==> config.mk <==
export PLATFORM = sky130hd
export DESIGN_NAME = mdio_receptor
export DESIGN_NICKNAME = d
export VERILOG_FILES = /design/src/rtl/mdio_receptor.sv
export SDC_FILE = /design/constraint.sdc
export NUM_CORES = 1
export LEC_CHECK = 0
export CAP_MARGIN = 40
export CORE_MARGIN = 1.5
export CORE_UTILIZATION = 30
export DETAILED_ROUTE_END_ITERATION = 16
export SLEW_MARGIN = 20
export SYNTH_ARGS = -nofsm -noshare
export SYNTH_HDL_FRONTEND = slang
export SYNTH_SLANG_ARGS = --single-unit
==> constraint.sdc <==
create_clock -name clk -period 6.25 [get_ports clk]
set_input_delay 0.625 -clock clk [delete_from_list [all_inputs] [get_ports clk]]
set_output_delay 0.625 -clock clk [all_outputs]
set_load 0.02 [all_outputs]
==> src/rtl/mdio_receptor.sv <==
// PHY-side MDIO frame receiver with a 32x16 register bank; mdc is sampled in the clk domain.
// Define MDIO_PHYADDR_CHECK_EN to silently drop frames whose PHYAD differs from PHY_ADDR.
module mdio_receptor #(
  parameter logic [4:0] PHY_ADDR = 5'h01
) (
  input  logic        clk,
  input  logic        reset,
  input  logic        mdc,
  input  logic        mdio_out,
  input  logic        mdio_oe,
  output logic        mdio_in,
  output logic        mdio_in_oe,
  output logic        wr_en,
  output logic [4:0]  wr_addr,
  output logic [15:0] wr_data,
  output logic        rd_done,
  output logic        frame_err
);

  localparam int unsigned AW   = 5;
  localparam int unsigned DW   = 16;
  localparam int unsigned CW   = 5;
  localparam int unsigned NREG = 32;

  typedef enum logic [3:0] {
    S_IDLE, S_ST1, S_OP, S_PHYAD, S_REGAD, S_TA_W, S_WDATA, S_TA_R, S_RDATA, S_SKIP
  } state_e;

  state_e          state_q, state_d;
  logic [CW-1:0]   bit_cnt_q, bit_cnt_d;
  logic [DW-1:0]   shreg_q, shreg_d;
  logic [DW-1:0]   rd_sh_q, rd_sh_d;
  logic [AW-1:0]   regad_q, regad_d;
  logic            is_rd_q, is_rd_d;
  logic            mdc_q;
  logic            mdio_in_q, mdio_in_d;
  logic            mdio_in_oe_q, mdio_in_oe_d;
  logic            wr_en_q, wr_en_d;
  logic [AW-1:0]   wr_addr_q, wr_addr_d;
  logic [DW-1:0]   wr_data_q, wr_data_d;
  logic            rd_done_q, rd_done_d;
  logic            frame_err_q, frame_err_d;
  logic [DW-1:0]   regs_q [NREG];
  logic [DW-1:0]   regs_d [NREG];
  logic            rise_c, fall_c;
  logic [DW-1:0]   samp_c;

`ifdef MDIO_PHYADDR_CHECK_EN
  logic [AW-1:0]   phyad_q, phyad_d;
`else
  logic            unused_phy_addr_c;
  assign unused_phy_addr_c = ^PHY_ADDR;
`endif

  assign rise_c = mdc & ~mdc_q;
  assign fall_c = ~mdc & mdc_q;
  assign samp_c = {shreg_q[DW-2:0], mdio_out};

  always_ff @(posedge clk or negedge reset) begin
    if (!reset) begin
      state_q      <= S_IDLE;
      bit_cnt_q    <= '0;
      shreg_q      <= '0;
      rd_sh_q      <= '0;
      regad_q      <= '0;
      is_rd_q      <= 1'b0;
      mdc_q        <= 1'b0;
      mdio_in_q    <= 1'b0;
      mdio_in_oe_q <= 1'b0;
      wr_en_q      <= 1'b0;
      wr_addr_q    <= '0;
      wr_data_q    <= '0;
      rd_done_q    <= 1'b0;
      frame_err_q  <= 1'b0;
      regs_q       <= '{default: '0};
`ifdef MDIO_PHYADDR_CHECK_EN
      phyad_q      <= '0;
`endif
    end else begin
      state_q      <= state_d;
      bit_cnt_q    <= bit_cnt_d;
      shreg_q      <= shreg_d;
      rd_sh_q      <= rd_sh_d;
      regad_q      <= regad_d;
      is_rd_q      <= is_rd_d;
      mdc_q        <= mdc;
      mdio_in_q    <= mdio_in_d;
      mdio_in_oe_q <= mdio_in_oe_d;
      wr_en_q      <= wr_en_d;
      wr_addr_q    <= wr_addr_d;
      wr_data_q    <= wr_data_d;
      rd_done_q    <= rd_done_d;
      frame_err_q  <= frame_err_d;
      regs_q       <= regs_d;
`ifdef MDIO_PHYADDR_CHECK_EN
      phyad_q      <= phyad_d;
`endif
    end
  end

  // Frame decode: every field advances on an mdc rise; read data is launched on falls.
  always_comb begin
    state_d      = state_q;
    bit_cnt_d    = bit_cnt_q;
    shreg_d      = shreg_q;
    rd_sh_d      = rd_sh_q;
    regad_d      = regad_q;
    is_rd_d      = is_rd_q;
    mdio_in_d    = mdio_in_q;
    mdio_in_oe_d = mdio_in_oe_q;
    wr_en_d      = 1'b0;
    wr_addr_d    = wr_addr_q;
    wr_data_d    = wr_data_q;
    rd_done_d    = 1'b0;
    frame_err_d  = 1'b0;
    regs_d       = regs_q;
`ifdef MDIO_PHYADDR_CHECK_EN
    phyad_d      = phyad_q;
`endif

    case (state_q)
      S_IDLE: begin
        if (rise_c && mdio_oe && !mdio_out) state_d = S_ST1;
      end

      S_ST1, S_OP, S_PHYAD, S_REGAD, S_TA_W, S_WDATA: begin
        if (rise_c) begin
          if (!mdio_oe) begin
            frame_err_d = 1'b1;
            state_d     = S_IDLE;
          end else begin
            bit_cnt_d = bit_cnt_q + CW'(1);
            shreg_d   = samp_c;
            case (state_q)
              S_ST1: begin
                if (mdio_out) begin
                  state_d = S_OP;
                end else begin
                  frame_err_d = 1'b1;
                  state_d     = S_IDLE;
                end
              end
              S_OP: begin
                if (bit_cnt_q == CW'(1)) begin
                  if (samp_c[1:0] == 2'b01) begin
                    is_rd_d = 1'b0;
                    state_d = S_PHYAD;
                  end else if (samp_c[1:0] == 2'b10) begin
                    is_rd_d = 1'b1;
                    state_d = S_PHYAD;
                  end else begin
                    frame_err_d = 1'b1;
                    state_d     = S_IDLE;
                  end
                end
              end
              S_PHYAD: begin
                if (bit_cnt_q == CW'(4)) begin
`ifdef MDIO_PHYADDR_CHECK_EN
                  phyad_d = samp_c[AW-1:0];
`endif
                  state_d = S_REGAD;
                end
              end
              S_REGAD: begin
                if (bit_cnt_q == CW'(4)) begin
                  regad_d = samp_c[AW-1:0];
`ifdef MDIO_PHYADDR_CHECK_EN
                  if (phyad_q != PHY_ADDR) state_d = S_SKIP;
                  else
`endif
                  if (is_rd_q) begin
                    rd_sh_d = regs_q[samp_c[AW-1:0]];
                    state_d = S_TA_R;
                  end else begin
                    state_d = S_TA_W;
                  end
                end
              end
              S_TA_W: begin
                if (bit_cnt_q == CW'(0)) begin
                  if (!mdio_out) begin
                    frame_err_d = 1'b1;
                    state_d     = S_IDLE;
                  end
                end else if (mdio_out) begin
                  frame_err_d = 1'b1;
                  state_d     = S_IDLE;
                end else begin
                  state_d = S_WDATA;
                end
              end
              S_WDATA: begin
                if (bit_cnt_q == CW'(15)) begin
                  wr_en_d   = 1'b1;
                  wr_addr_d = regad_q;
                  wr_data_d = samp_c;
                  // Register 0 is hard-wired to zero; the write is still acknowledged.
                  if (regad_q != '0) regs_d[regad_q] = samp_c;
                  state_d = S_IDLE;
                end
              end
              default: ;
            endcase
          end
        end
      end

      S_TA_R: begin
        if (rise_c) begin
          if (mdio_oe) begin
            frame_err_d  = 1'b1;
            mdio_in_oe_d = 1'b0;
            mdio_in_d    = 1'b0;
            state_d      = S_IDLE;
          end else begin
            state_d = S_RDATA;
          end
        end else if (fall_c) begin
          mdio_in_oe_d = 1'b1;
          mdio_in_d    = 1'b0;
        end
      end

      S_RDATA: begin
        if (rise_c) begin
          if (mdio_oe) begin
            frame_err_d  = 1'b1;
            mdio_in_oe_d = 1'b0;
            mdio_in_d    = 1'b0;
            state_d      = S_IDLE;
          end else if (bit_cnt_q == CW'(16)) begin
            mdio_in_oe_d = 1'b0;
            mdio_in_d    = 1'b0;
            rd_done_d    = 1'b1;
            state_d      = S_IDLE;
          end
        end else if (fall_c && (bit_cnt_q < CW'(16))) begin
          mdio_in_d = rd_sh_q[DW-1];
          rd_sh_d   = {rd_sh_q[DW-2:0], 1'b0};
          bit_cnt_d = bit_cnt_q + CW'(1);
        end
      end

      // Foreign-PHY frame: swallow TA plus 16 data rises without driving or erroring.
      S_SKIP: begin
        if (rise_c) begin
          bit_cnt_d = bit_cnt_q + CW'(1);
          if (bit_cnt_q == CW'(17)) state_d = S_IDLE;
        end
      end

      default: state_d = S_IDLE;
    endcase

    if (state_d != state_q) bit_cnt_d = '0;
  end

  assign mdio_in    = mdio_in_q;
  assign mdio_in_oe = mdio_in_oe_q;
  assign wr_en      = wr_en_q;
  assign wr_addr    = wr_addr_q;
  assign wr_data    = wr_data_q;
  assign rd_done    = rd_done_q;
  assign frame_err  = frame_err_q;

endmodule

==> results.txt <==
status: completed
Worst Tran Pin Value: 0.973 ns
RSZ-0062 raised after global routing: no
commonest cells after routing, fill and taps aside: 582 x dfrtp_1, 425 x mux2_2, 128 x mux4_2
gr ovfl total: 0
Crit path max-delay family: simple AND/OR/NAND/NOR gates
standard-cell rows: 109
Final Max Tran Viols: 0
Layout area overhead: 13.5%
1st-iter DRT viols: 1,054
final hold vios: 0
initial antenna violation count: 2
worst skew pair latency: 0.64 ns
fill count: 8,357
share of cells above drive strength 1: 40.7%
Layout Nets: 1,800
Yosys cell types: 69
register area share after synthesis: 54.8%
port bufs: 30
fmax: 248 MHz
Yosys reg bits: 585
Core ar.: 88,200 sq um
period utilization: 64.5%
DR vias/cell: 5.15
Synth Instances: 1,814
total power: 0.00868 W
Yosys warning count: 0
min Tclk post-route: 4.03 ns
Critical Path Fanout Max: 26
Die Width: 301 microns
vias: 15,500
commonest non-fill, non-tap cell in the layout: dfrtp_1
DRT Pass-1 Iters: 5
DR top layer: met4
Max stage delay on crit path: 0.62 ns
Mean Syn Cell Area: 14.7 sq um
Slew headroom: 35.1%
Worst path slowest cell: nor2_4
Resized Gates After CTS: 0
async set-reset flop share out of synthesis: 100%
crit path buf inv count: 2
Root Driver: clkbuf_16
CP arrival: 4.55 ns
DRC: 0
HP Class: in2async
CTS tree: done
Pleak: 14.2 nW
met3 WL: 2.53 mm
detailed-route wire length: 65.6 mm
WS Path Type: in2reg
most used cell, CP: nand2_1
DIE AREA: 90,800 sq um
Power Density: 286 nW/um^2
Setup TNS: 0 ns
# clock sinks: 585
hold buffers post-CTS: 0
M1 WL: 29.2 mm
vias in the first global route: 16,400
number of buffers added for setup after CTS: 0
worst vdd ir: 202 uV
Worst Skew: 0.0302 ns
post-DR wirelength/cell: 21.8 microns
Top FF cell, synth: dfrtp_1
Crit path required time: 6.77 ns
Hold WS: 0.0805 ns
initial core utilization: 30.3%
first-pass GRT wire length: 102 mm
DIE HEIGHT: 301 microns
critical path, cell by cell: clkdlybuf4s50_1 > ha_1 > nand2_1 > nor4_4 > buf_4 > nand2_1 > or2_1 > nor2_4 > mux2_2
clock transition at the registers of the reported paths: 0.06 ns
Setup WS post-layout: 2.22 ns
final setup fails: 0
DRT antenna net count: 0
Routed met2 length: 32.0 mm
H-tree depth: 2
CTS Buf Count: 60
HPWL after DPL: 41.2 mm
Final GP Congestion: 0.833
CP endpoint kind: register
gr usage total: 14.5%
largest net degree at the start of global routing: 170
Top Ports: 31
max cap viols: 0
Syn Nets: 1,826
Post-synth EDFFs: 0
CTS Buffer Depth: 3
Cell Area, Synth: 26,700 sq um
Setup WS pre-CTS: 1.60 ns
Startpoint Class: input port
-- report_power, final --
group | switching, W | total [W] | internal [W]
logic | 0.000736 | 0.00109 | 0.000356
registers | 0.000179 | 0.00403 | 0.00385
clock network | 0.00149 | 0.00356 | 0.00207
total | 0.00240 | 0.00868 | 0.00628
-- sequential cells by signal (all words and copies together) (netlist names), 4 cells and up --
| register | flops |
|---|---|
| regs_q | 512 |
| rd_sh_q | 16 |
| wr_data | 16 |
| shreg_q | 15 |
| bit_cnt_q | 5 |
| regad_q | 5 |
| wr_addr | 5 |
| state_q | 4 |
-- worst reg2reg max path: cells and delay by family (launching register included) --
family	cells	cell delay [ns]
adders and majority gates	1	0.50
muxes	1	0.42
DFF	1	0.40
and+or+nand+nor	5	2.05
buffers and inverters	2	0.47
-- cell families (layout without fill, tap and decap cells) --
family / count (synthesis) / after routing / synth area share (%)
multiplexers: 665 / 665 / 33.4
AND/OR/NAND/NOR: 235 / 235 / 4.94
flip-flops: 585 / 585 / 54.8
buffers and inverters: 183 / 205 / 2.88
XOR/XNOR: 5 / 5 / 0.164
adder cells (fa/ha/maj): 7 / 7 / 0.328
AO/OA/AOI/OAI: 134 / 134 / 3.52
other: 0 / 1 / 0
-- path summary, 6_finish.rpt --
| check | slack [ns] | end | depth (start not counted) | startpoint |
|---|---|---|---|---|
| max in group asynchronous | 4.74 | regs_q[268] | 2 | reset |
| setup / recovery | 2.22 | regs_q[170] | 9 | mdc |
| hold reg to reg | 0.37 | regs_q[501] | 0 | regs_q[501] |
| setup reg to reg | 2.32 | regs_q[170] | 9 | mdc_q |
| hold / removal | 0.08 | regs_q[499] | 1 | reset |
| min in group clk | 0.37 | regs_q[501] | 0 | regs_q[501] |
-- cell usage after synthesis (3+ instances only) --
library cell	number	area, sq um
o22ai_1	25	156
nor4_1	3	18.8
mux2_1	95	1070
buf_4	7	52.6
inv_1	8	30.0
buf_2	45	225
nor2_1	26	97.6
a31oi_1	8	50.1
xnor2_1	3	26.3
nand4_1	7	43.8
o21ai_0	20	100
nand4b_4	3	71.3
nand2_1	104	390
a211oi_1	6	45.0
nand2_2	3	18.8
a21oi_1	13	65.1
ha_1	7	87.6
buf_1	8	30.0
nand2b_1	4	25.0
nor2b_1	6	37.5
nor4_4	3	63.8
dfrtp_1	585	14600
mux2_2	425	4790
a32o_1	7	70.1
o211ai_1	10	75.1
nor3_1	11	55.1
and2_1	4	25.0
a41oi_1	7	61.3
clkbuf_1	113	424
a2111oi_0	8	70.1
nor2_2	14	87.6
nor2_4	4	45.0
a221o_1	7	70.1
nor3b_1	4	30.0
nand3b_1	6	45.0
mux4_2	128	2880
and3_1	4	25.0
nand3_1	9	45.0
a311oi_1	4	35.0
mux2i_1	17	170
o21ai_1	5	25.0
-- routing by layer --
metal,vias to the layer above,track usage (%)
li1,6649,-
met1,8351,19.8
met2,357,23.9
met3,103,1.97
met4,0,4.79
met5,-,0
-- through the flow --
stage / area, sq um / std cells / util, %
after floorplan: 26700 / 1814 / -
after global placement: 28100 / 2876 / 31.8
after detailed placement: 28300 / 2890 / 32.1
after CTS: 30300 / 3000 / 34.3
after global routing: 30300 / 3001 / 34.3
final: 30300 / 3002 / 34.3
-- layout make-up --
class                           count  area, sq um  share of cell area, %
Antenna cell                        1         2.50                0.00826
Clock buffer                       94         1860                   6.14
Clock inverter                     16          120                  0.396
Inverter                           10         37.5                  0.124
Multi-Input combinational cell   1046        11300                   37.3
Sequential cell                   585        14600                   48.3
Tap cell                         1165         1460                   4.81
Timing Repair Buffer               85          865                   2.85
No activity file was read; power rests on OpenSTA's default activity.
